===== src/rtl/hs_pkg.sv =====
`default_nettype none
// ============================================================================
// Module      : hs_pkg
// Description : Shared types and default sizes for the high-score table
//               update controller.
// Revision    : 1.0 - initial release
// ============================================================================
package hs_pkg;

  localparam int HS_ENTRIES = 3;
  localparam int HS_DATA_W  = 32;
  localparam int HS_ADDR_W  = 2;

  typedef enum logic [2:0] {
    IDLE    = 3'd0,
    READ    = 3'd1,
    COMPARE = 3'd2,
    WRITE   = 3'd3,
    DONE    = 3'd4
  } state_t;

endpackage
`default_nettype wire


===== src/rtl/hs_rank_calc.sv =====
`default_nettype none
// ============================================================================
// Module      : hs_rank_calc
// Description : Combinational insertion rank of a score against a descending
//               table. Rank = number of entries >= score, so a tie leaves the
//               existing holder above the new score. Rank N_ENTRIES means the
//               score does not qualify.
// Revision    : 1.0 - initial release
// ============================================================================
module hs_rank_calc
  import hs_pkg::*;
#(
  parameter int N_ENTRIES = HS_ENTRIES,
  parameter int DATA_W    = HS_DATA_W,
  parameter int ADDR_W    = HS_ADDR_W
) (
  input  logic [DATA_W-1:0]                 i_score,
  input  logic [N_ENTRIES-1:0][DATA_W-1:0]  i_entries,
  output logic [ADDR_W-1:0]                 o_rank
);

  localparam logic [ADDR_W-1:0] c_ONE = ADDR_W'(1);

  // Count entries that hold on to their place against the new score
  always_comb begin
    o_rank = '0;
    for (int i = 0; i < N_ENTRIES; i++) begin
      if (i_entries[i] >= i_score) begin
        o_rank = o_rank + c_ONE;
      end
    end
  end

endmodule
`default_nettype wire


===== src/rtl/hs_table_updater.sv =====
`default_nettype none
// ============================================================================
// Module      : hs_table_updater
// Description : Write-side controller for the high-score RAM. On a final
//               score it reads the whole table, finds the insertion rank,
//               shifts lower entries down bottom-up and writes the new score.
//               While idle, display read requests pass straight to the RAM.
// Revision    : 1.0 - initial release
// ============================================================================
module hs_table_updater
  import hs_pkg::*;
#(
  parameter int N_ENTRIES = HS_ENTRIES,
  parameter int DATA_W    = HS_DATA_W,
  parameter int ADDR_W    = HS_ADDR_W
) (
  input  logic              Clk,
  input  logic              Reset,
  input  logic [DATA_W-1:0] score_in,
  input  logic              score_valid,
  output logic              busy,
  output logic              done,
  output logic [ADDR_W-1:0] rank,
  input  logic [ADDR_W-1:0] disp_addr,
  output logic [DATA_W-1:0] disp_data,
  output logic [ADDR_W-1:0] ram_raddr,
  input  logic [DATA_W-1:0] ram_rdata,
  output logic              ram_we,
  output logic [ADDR_W-1:0] ram_waddr,
  output logic [DATA_W-1:0] ram_wdata
);

  localparam logic [ADDR_W-1:0] c_N    = ADDR_W'(N_ENTRIES);
  localparam logic [ADDR_W-1:0] c_LAST = ADDR_W'(N_ENTRIES - 1);
  localparam logic [ADDR_W-1:0] c_ONE  = ADDR_W'(1);

  state_t                              r_state;
  logic [ADDR_W-1:0]                   r_rd_cnt;
  logic [ADDR_W-1:0]                   r_wr_idx;
  logic [ADDR_W-1:0]                   r_rank;
  logic [DATA_W-1:0]                   r_score;
  logic [N_ENTRIES-1:0][DATA_W-1:0]    r_entry;

  logic [ADDR_W-1:0]                   w_rank_n;
  logic [ADDR_W-1:0]                   w_prev_idx;

  hs_rank_calc #(
    .N_ENTRIES (N_ENTRIES),
    .DATA_W    (DATA_W),
    .ADDR_W    (ADDR_W)
  ) u_rank_calc (
    .i_score   (r_score),
    .i_entries (r_entry),
    .o_rank    (w_rank_n)
  );

  // Control sequence: latch score, read table, rank it, shift-write, finish
  always_ff @(posedge Clk) begin
    if (Reset) begin
      r_state  <= IDLE;
      r_rd_cnt <= '0;
      r_wr_idx <= '0;
      r_rank   <= c_N;
      r_score  <= '0;
      r_entry  <= '0;
    end else begin
      case (r_state)
        IDLE: begin
          if (score_valid) begin
            r_score  <= score_in;
            r_rd_cnt <= '0;
            r_state  <= READ;
          end
        end
        READ: begin
          // Read data lags the address by one cycle, hence the -1 slot
          if (r_rd_cnt != '0) begin
            r_entry[r_rd_cnt - c_ONE] <= ram_rdata;
          end
          if (r_rd_cnt == c_N) begin
            r_state <= COMPARE;
          end else begin
            r_rd_cnt <= r_rd_cnt + c_ONE;
          end
        end
        COMPARE: begin
          r_rank <= w_rank_n;
          if (w_rank_n == c_N) begin
            r_state <= DONE;
          end else begin
            r_wr_idx <= c_LAST;
            r_state  <= WRITE;
          end
        end
        WRITE: begin
          if (r_wr_idx == r_rank) begin
            r_state <= DONE;
          end else begin
            r_wr_idx <= r_wr_idx - c_ONE;
          end
        end
        DONE: begin
          r_state <= IDLE;
        end
        default: begin
          r_state <= IDLE;
        end
      endcase
    end
  end

  assign w_prev_idx = r_wr_idx - c_ONE;

  // Status and write port decode purely from registered state (Moore)
  always_comb begin
    busy      = (r_state != IDLE);
    done      = (r_state == DONE);
    rank      = r_rank;
    ram_we    = 1'b0;
    ram_waddr = '0;
    ram_wdata = '0;
    if (r_state == WRITE) begin
      ram_we    = 1'b1;
      ram_waddr = r_wr_idx;
      // The slot at the insertion rank takes the new score; every slot below
      // takes the entry that was one rank above it
      ram_wdata = (r_wr_idx == r_rank) ? r_score : r_entry[w_prev_idx];
    end
  end

  // Read address: display pass-through while idle, table scan while reading
  always_comb begin
    ram_raddr = '0;
    case (r_state)
      IDLE:    ram_raddr = disp_addr;
      READ:    ram_raddr = (r_rd_cnt < c_N) ? r_rd_cnt : '0;
      default: ram_raddr = '0;
    endcase
  end

  assign disp_data = ram_rdata;

endmodule
`default_nettype wire

===== config.mk =====
export PLATFORM = sky130hd
export DESIGN_NAME = hs_table_updater
export DESIGN_NICKNAME = d
export VERILOG_FILES = /design/src/rtl/hs_pkg.sv /design/src/rtl/hs_rank_calc.sv /design/src/rtl/hs_table_updater.sv
export SDC_FILE = /design/constraint.sdc
export NUM_CORES = 1
export LEC_CHECK = 0
export CAP_MARGIN = 20
export CORE_ASPECT_RATIO = 0.9
export CORE_MARGIN = 4
export CORE_UTILIZATION = 54
export CTS_CLUSTER_DIAMETER = 80
export DETAILED_ROUTE_END_ITERATION = 10
export PLACE_DENSITY = 0.84
export SETUP_SLACK_MARGIN = 0.02
export SLEW_MARGIN = 20
export SYNTH_ARGS = -nofsm -noshare
export SYNTH_HDL_FRONTEND = slang
export SYNTH_SLANG_ARGS = --single-unit

===== constraint.sdc =====
create_clock -name Clk -period 4.2 [get_ports Clk]
set_input_delay 1.26 -clock Clk [delete_from_list [all_inputs] [get_ports Clk]]
set_output_delay 1.26 -clock Clk [all_outputs]
set_load 0.05 [all_outputs]

==> results of run 1 <==
-- worst register-to-register path, delay by kind of cell, from the launching register on --
family / cells / cell delay [ns]
compound gates: 6 / 1.58
fa+ha+maj: 2 / 0.66
buf+inv: 1 / 0.09
flops: 1 / 0.35
mux: 1 / 0.37
simple gates: 3 / 0.44
-- kinds of logic (layout without fill, tap and decap cells) --
logic type | Yosys count | count (layout) | share of synthesized area
AO/OA/AOI/OAI | 270 | 270 | 0.1891
XOR/XNOR | 4 | 4 | 0.004088
buffers and inverters | 142 | 235 | 0.07783
multiplexers | 35 | 35 | 0.04541
AND/OR/NAND/NOR | 436 | 436 | 0.2101
adder cells (fa/ha/maj) | 105 | 105 | 0.1533
flip-flops | 137 | 137 | 0.3201
-- worst max path at each step --
stage / slack [ns] / to / cells past startpoint
2_1_floorplan: 0.26 / ram_wdata[10] / 6
3_3_place_gp: 0.75 / r_state[0]$_SDFFE_PP0P_ / 13
3_5_place_dp: 0.70 / r_state[0]$_SDFFE_PP0P_ / 13
4_1_cts: 0.44 / ram_wdata[0] / 7
5_1_grt: 0.29 / ram_wdata[30] / 6
6_report: 0.41 / ram_wdata[30] / 6
-- Yosys cell counts (3+ instances only) --
cell type  instances
o21a_1             3
and2_1             3
a21o_1            21
mux2_2            31
o211ai_1           5
ha_1             105
nor3_1            29
nor2_1            65
a21oi_1          174
inv_1             40
buf_2             11
buf_1              7
nand2b_1           5
mux2i_1            4
xnor2_1            4
nor2b_1            5
nand2_1          294
a211oi_1          17
nand3_1            7
a222oi_1          18
clkbuf_1          52
dfxtp_1          137
a31oi_1            3
nand4_1           15
o21ai_0           16
buf_4             32
-- where the power goes --
group	internal [mW]	switching, mW	leakage, nW	total, mW
registers	1.32	0.0239	1.11	1.35
clock network	1.06	0.588	0.315	1.64
logic	0.169	0.268	2.95	0.436
-- area by class of cell --
class	count	area, µm²
repair buffers	163	1817
clock buffers	21	480.5
fillers	1237	4712
well taps	202	252.7
clock inverters	11	167.7
inverters	40	150.1
flip-flops and latches	137	2744
multi-input cells	850	5171
-- through the flow --
step                      cells  worst slack (ns)  total power [mW]
after floorplan            1129            0.2622             1.650
after global placement     1392            0.7546             1.796
after detailed placement   1392            0.6996             1.804
after CTS                  1424            0.4363             3.432
after global routing       1424            0.2865             3.529
final                      1424            0.4144             3.428
-- registers in the layout, summed over array words and instances (netlist names) --
register / cells
r_entry: 96
r_state: 3
r_score: 32
r_wr_idx: 2
rank: 2
r_rd_cnt: 2
-- layer usage --
metal / global-route usage / vias to the layer above / share of wire
met1: 0.3756 / 3871 / 0.43
met2: 0.4566 / 443 / 0.46
met5: 0 / - / 0
li1: - / 4035 / -
met3: 0.06475 / 51 / 0.089
met4: 0.09117 / 0 / 0.019
==> qor.yml, run 1 <==
floorplan:
  initial_core_util: 0.5530
  num_rows: 43
  core_region_area_um2: 15490
  die_h_um: 127.5
  ioPinCount: 142
  dieArea_um2: 17950
  die_x_um: 140.8
critical_path:
  crit_chain: "xnor2_1 > nand2_1 > buf_4 > nor2_1 > a211oi_1 > buf_12"
  cp-startpoint: "rank[1]$_SDFFE_PP1P_"
  reg2reg_slack_ns: 0.57
  timing.rr.end: "r_state[0]$_SDFFE_PP0P_"
  cp_data_required_time_ns: 2.94
  worst-setup-path-type: "register to output pin"
  cp_max_fo: 21
  cp_slowest_cell: "a211oi_1"
  cpPeakStageDelay_ns: 0.49
  r2r_start: "r_score[13]$_SDFFE_PP0P_"
  crit_buf_inv: 2
  path_delay_family: "buffers and inverters"
  rr_worst_depth: 13
  crit_path_end_kind: "output pin"
  cp.arrival_ns: 2.53
  start_kind: "register"
placed_design:
  place.gp.congestion: 0.9367
  dp_hpwl_um: 17540
  port_buffers: 141
  placed_cell_area_um2: 10130
timing:
  clock_skew_ns: 0.008236
  fin_setup_tns_ns: 0
  fin_crit_sh: 0.9013
  slew_headroom: 0.3917
  tightest_slew_ns: 0.9125
  rsz0062_at_grt: "false"
  finalSetupViolations: 0
  final_hold_viol_count: 0
  slew_viol_final: 0
  fmax_ghz: 0.2642
  worst_hold_slack_ns: 0.4622
  post-route-min-period_ns: 3.786
layout:
  layout_common_cells: "nand2_1 (294), a21oi_1 (174), dfxtp_1 (136), ha_1 (105), clkdlybuf4s50_1 (72)"
  post-route-cell-area_um2: 10780
  final_layout_size_suffix_gt1_frac: 0.1309
  diodes: 0
  syn_to_final_growth_pct: 25.85
  fin_nets: 1383
  final_util: 0.6959
  final_common_cell: "nand2_1"
routing:
  wl_um: 25900
  vias_per_cell: 5.899
  drtPass1Iterations: 8
  dr_total_vias: 8400
  wl_per_cell_um: 18.19
  postRouteAntennaNets: 0
  drcViolationCount: 0
  first_iter_violations: 1029
grt:
  antenna_found_initial: 0
  grt_pass1_wl_um: 40790
  overflow: 0
  grt_max_degree: 81
  grt_pass1_vias: 8073
  grtUsageTotal: 0.2825
worst_hold_path:
  holdPathStages: 2
  hp-class: "register to register"
  worstHoldStart: "r_entry[32]$_SDFFE_PP0P_"
  hold_end: "r_entry[32]$_SDFFE_PP0P_"
clock_network:
  ctsHoldBuffers: 0
  cts_max_level: 4
  cts_buffer_depth: 2
  clockRootBuffer: "clkbuf_16"
  clock_latency_ns: 0.43
  clk_pin_slew_ns: 0.06
  cts_tree: "done"
  ctsResizeCount: 0
  cts_buffers: 17
  cts_sinks: 137
  cts_setup_buffers: 0
synthesis:
  synth-async-reset-ratio: 0
  yosysSeqAreaShare: 0.3201
  synth.largest_area_cell: "dfxtp_1"
  synthDistinctLibCells: 48
  ys.flop_type: "dfxtp_1"
  synth_area_leaders: "dfxtp_1 (32%), ha_1 (15%), nand2_1 (13%)"
  yosys_warnings: 0
  syn_avg_cell_area_um2: 7.589
  synth-edff-count: 0
  synth_area_um2: 8568
  synth_nets: 1303
  synth_largest_type_area_fraction: 0.3201
  syn-instance-count: 1129
  ys_ff_latch: 137
outcome:
  outcome: "completed"
pwr:
  p_leak_nw: 4.379
  ir_drop_uv: 324.6
  pwr_density_cell_nw_per_um2: 317.9
run:
  maxCapViolCount: 0
Note: power is estimated with default switching activity, not from simulation.
==> run 2, diff against run 1 <==
- ABC_AREA: not set -> 0
- CORE_MARGIN: 4 -> 2
==> qor.yml, run 2 (synthesis results as in run 1) <==
routing:
  drtPass1Iterations: 6  # -2
  wl_per_cell_um: 17.95  # -1.3%
  vias_per_cell: 5.942  # +0.74%
  first_iter_violations: 807  # -22%
  dr_total_vias: 8444  # +0.52%
  postRouteAntennaNets: 0  # unchanged
  wl_um: 25510  # -1.5%
  drcViolationCount: 0  # unchanged
worst_hold_path:
  hp-class: "register to register"
critical_path:
  crit_buf_inv: 2  # unchanged
  cp_slowest_cell: "dfxtp_1"
  cp_data_required_time_ns: 2.94  # about the same
  start_kind: "register"
  worst-setup-path-type: "register to output pin"
  crit_chain: "nor2b_1 > nand2_1 > buf_4 > nor3_1 > buf_12"
  cp.arrival_ns: 2.70  # +0.17 ns
  cpPeakStageDelay_ns: 0.54  # +0.05 ns
  crit_path_end_kind: "output pin"
  path_delay_family: "simple AND/OR/NAND/NOR gates"
  cp_max_fo: 26  # +24%
layout:
  largest_register_ffs: 96  # unchanged
  final_layout_size_suffix_gt1_frac: 0.1288  # -0.002139
  fin_nets: 1381  # -0.14%
  top_register: "r_entry"
  diodes: 0  # unchanged
  final_common_cell: "nand2_1"
  top_regs: "r_entry x96, r_score x32, r_state x3"
  layout_common_cells: "nand2_1 (294), a21oi_1 (174), dfxtp_1 (136), ha_1 (105), clkdlybuf4s50_1 (72)"
  syn_to_final_growth_pct: 25.26
floorplan:
  ioPinCount: 142  # unchanged
  dieArea_um2: 16890  # -5.9%
  die_x_um: 136.8  # -2.8%
  num_rows: 43  # unchanged
  die_h_um: 123.5  # -3.1%
  initial_core_util: 0.5530  # unchanged
  core_region_area_um2: 15490  # unchanged
pwr:
  pwr_density_cell_nw_per_um2: 312.0  # -1.9%
  ir_drop_uv: 299.2  # -7.8%
  p_leak_nw: 4.341  # -0.85%
timing:
  tightest_slew_ns: 0.9151  # +0.002630 ns
  clock_skew_ns: 0.005562  # -0.002674 ns
  final_hold_viol_count: 0  # unchanged
  fmax_ghz: 0.2525  # -4.4%
  fin_setup_tns_ns: 0  # unchanged
  post-route-min-period_ns: 3.960  # +0.1748 ns
  slew_viol_final: 0  # unchanged
  worst_hold_slack_ns: 0.4655  # +0.003292 ns
  finalSetupViolations: 0  # unchanged
  layout_setup_ws_ns: 0.2397  # -0.1748 ns
  slew_headroom: 0.3899  # -0.001754
  fin_crit_sh: 0.9429  # +0.04161
  rsz0062_at_grt: "false"
grt:
  grtUsageTotal: 0.3091  # +0.02658
  overflow: 0  # unchanged
  antenna_found_initial: 0  # unchanged
  grt_max_degree: 83  # +2.5%
  grt_pass1_wl_um: 40570  # -0.52%
  grt_pass1_vias: 8050  # -0.28%
placed_design:
  place.gp.congestion: 0.9683  # +3.4%
  dpl_worst_slack_ns: 0.6996  # -0.00006100 ns
  port_buffers: 141  # unchanged
  dp_hpwl_um: 17510  # -0.17%
outcome:
  outcome: "completed"
clock_network:
  cts_buffer_depth: 2  # unchanged
  cts_buffers: 17  # unchanged
  ctsHoldBuffers: 0  # unchanged
  clock_latency_ns: 0.43  # about the same
  cts_sinks: 137  # unchanged
  cts_tree: "done"
  cts_max_level: 4  # unchanged
  ctsResizeCount: 0  # unchanged
  clockRootBuffer: "clkbuf_16"
  clk_pin_slew_ns: 0.06  # about the same
  cts_setup_buffers: 0  # unchanged
run:
  maxCapViolCount: 0  # unchanged
## run 2: changes by cell type in the layout (fill, tap and decap cells not counted)
cell / previous run / this run
bufinv_16: 4 / 3
clkbuf_8: 4 / 3
buf_4: 58 / 56
clkinv_2: 3 / 2
clkinv_4: 2 / 1
clkinvlp_4: 2 / 5
## run 2: worst paths after layout
path | startpoint | endpoint | slack [ns] | cells after the start
max | r_state[1]$_SDFFE_PP0P_ | ram_wdata[16] | 0.24 | 5
min | r_score[21]$_SDFFE_PP0P_ | r_score[21]$_SDFFE_PP0P_ | 0.47 | 2
max reg2reg | r_score[13]$_SDFFE_PP0P_ | r_state[0]$_SDFFE_PP0P_ | 0.52 | 13
min reg2reg | r_score[21]$_SDFFE_PP0P_ | r_score[21]$_SDFFE_PP0P_ | 0.47 | 2
## run 2: worst min-delay path, stage by stage (launching register included)
cell and delay [ns]:
dfxtp_1 0.32, nand2_1 0.05, a21oi_1 0.05
## run 2: power breakdown
| part | internal (mW) | switching [mW] |
|---|---|---|
| clock network | 0.976 | 0.588 |
| logic | 0.169 | 0.268 |
| registers | 1.32 | 0.0237 |
## run 2: layout make-up
cell class	count	area (µm²)
inverters	40	150.1
clock buffers	20	466.7
multi-input cells	850	5171
repair buffers	161	1802
fillers	1245	4762
flip-flops and latches	137	2744
clock inverters	11	146.4
well taps	202	252.7
## run 2: routing by layer
metal  up-vias  global-route usage  wire [µm]
met3        60             0.06929       2430
met2       444              0.4828      11570
met1      3907              0.4151      10810
met5         -                   0          0
li1       4033                   -          -
met4         0              0.1231        692
## run 2: per-stage QoR
step	cell area [µm²]	utilization	total power, mW	instances
after global routing	10730	0.6927	3.447	1421
after floorplan	8568	-	1.650	1129
after global placement	10120	0.6531	1.798	1390
final	10730	0.6927	3.349	1421
after detailed placement	10120	0.6531	1.806	1390
after CTS	10730	0.6927	3.342	1421
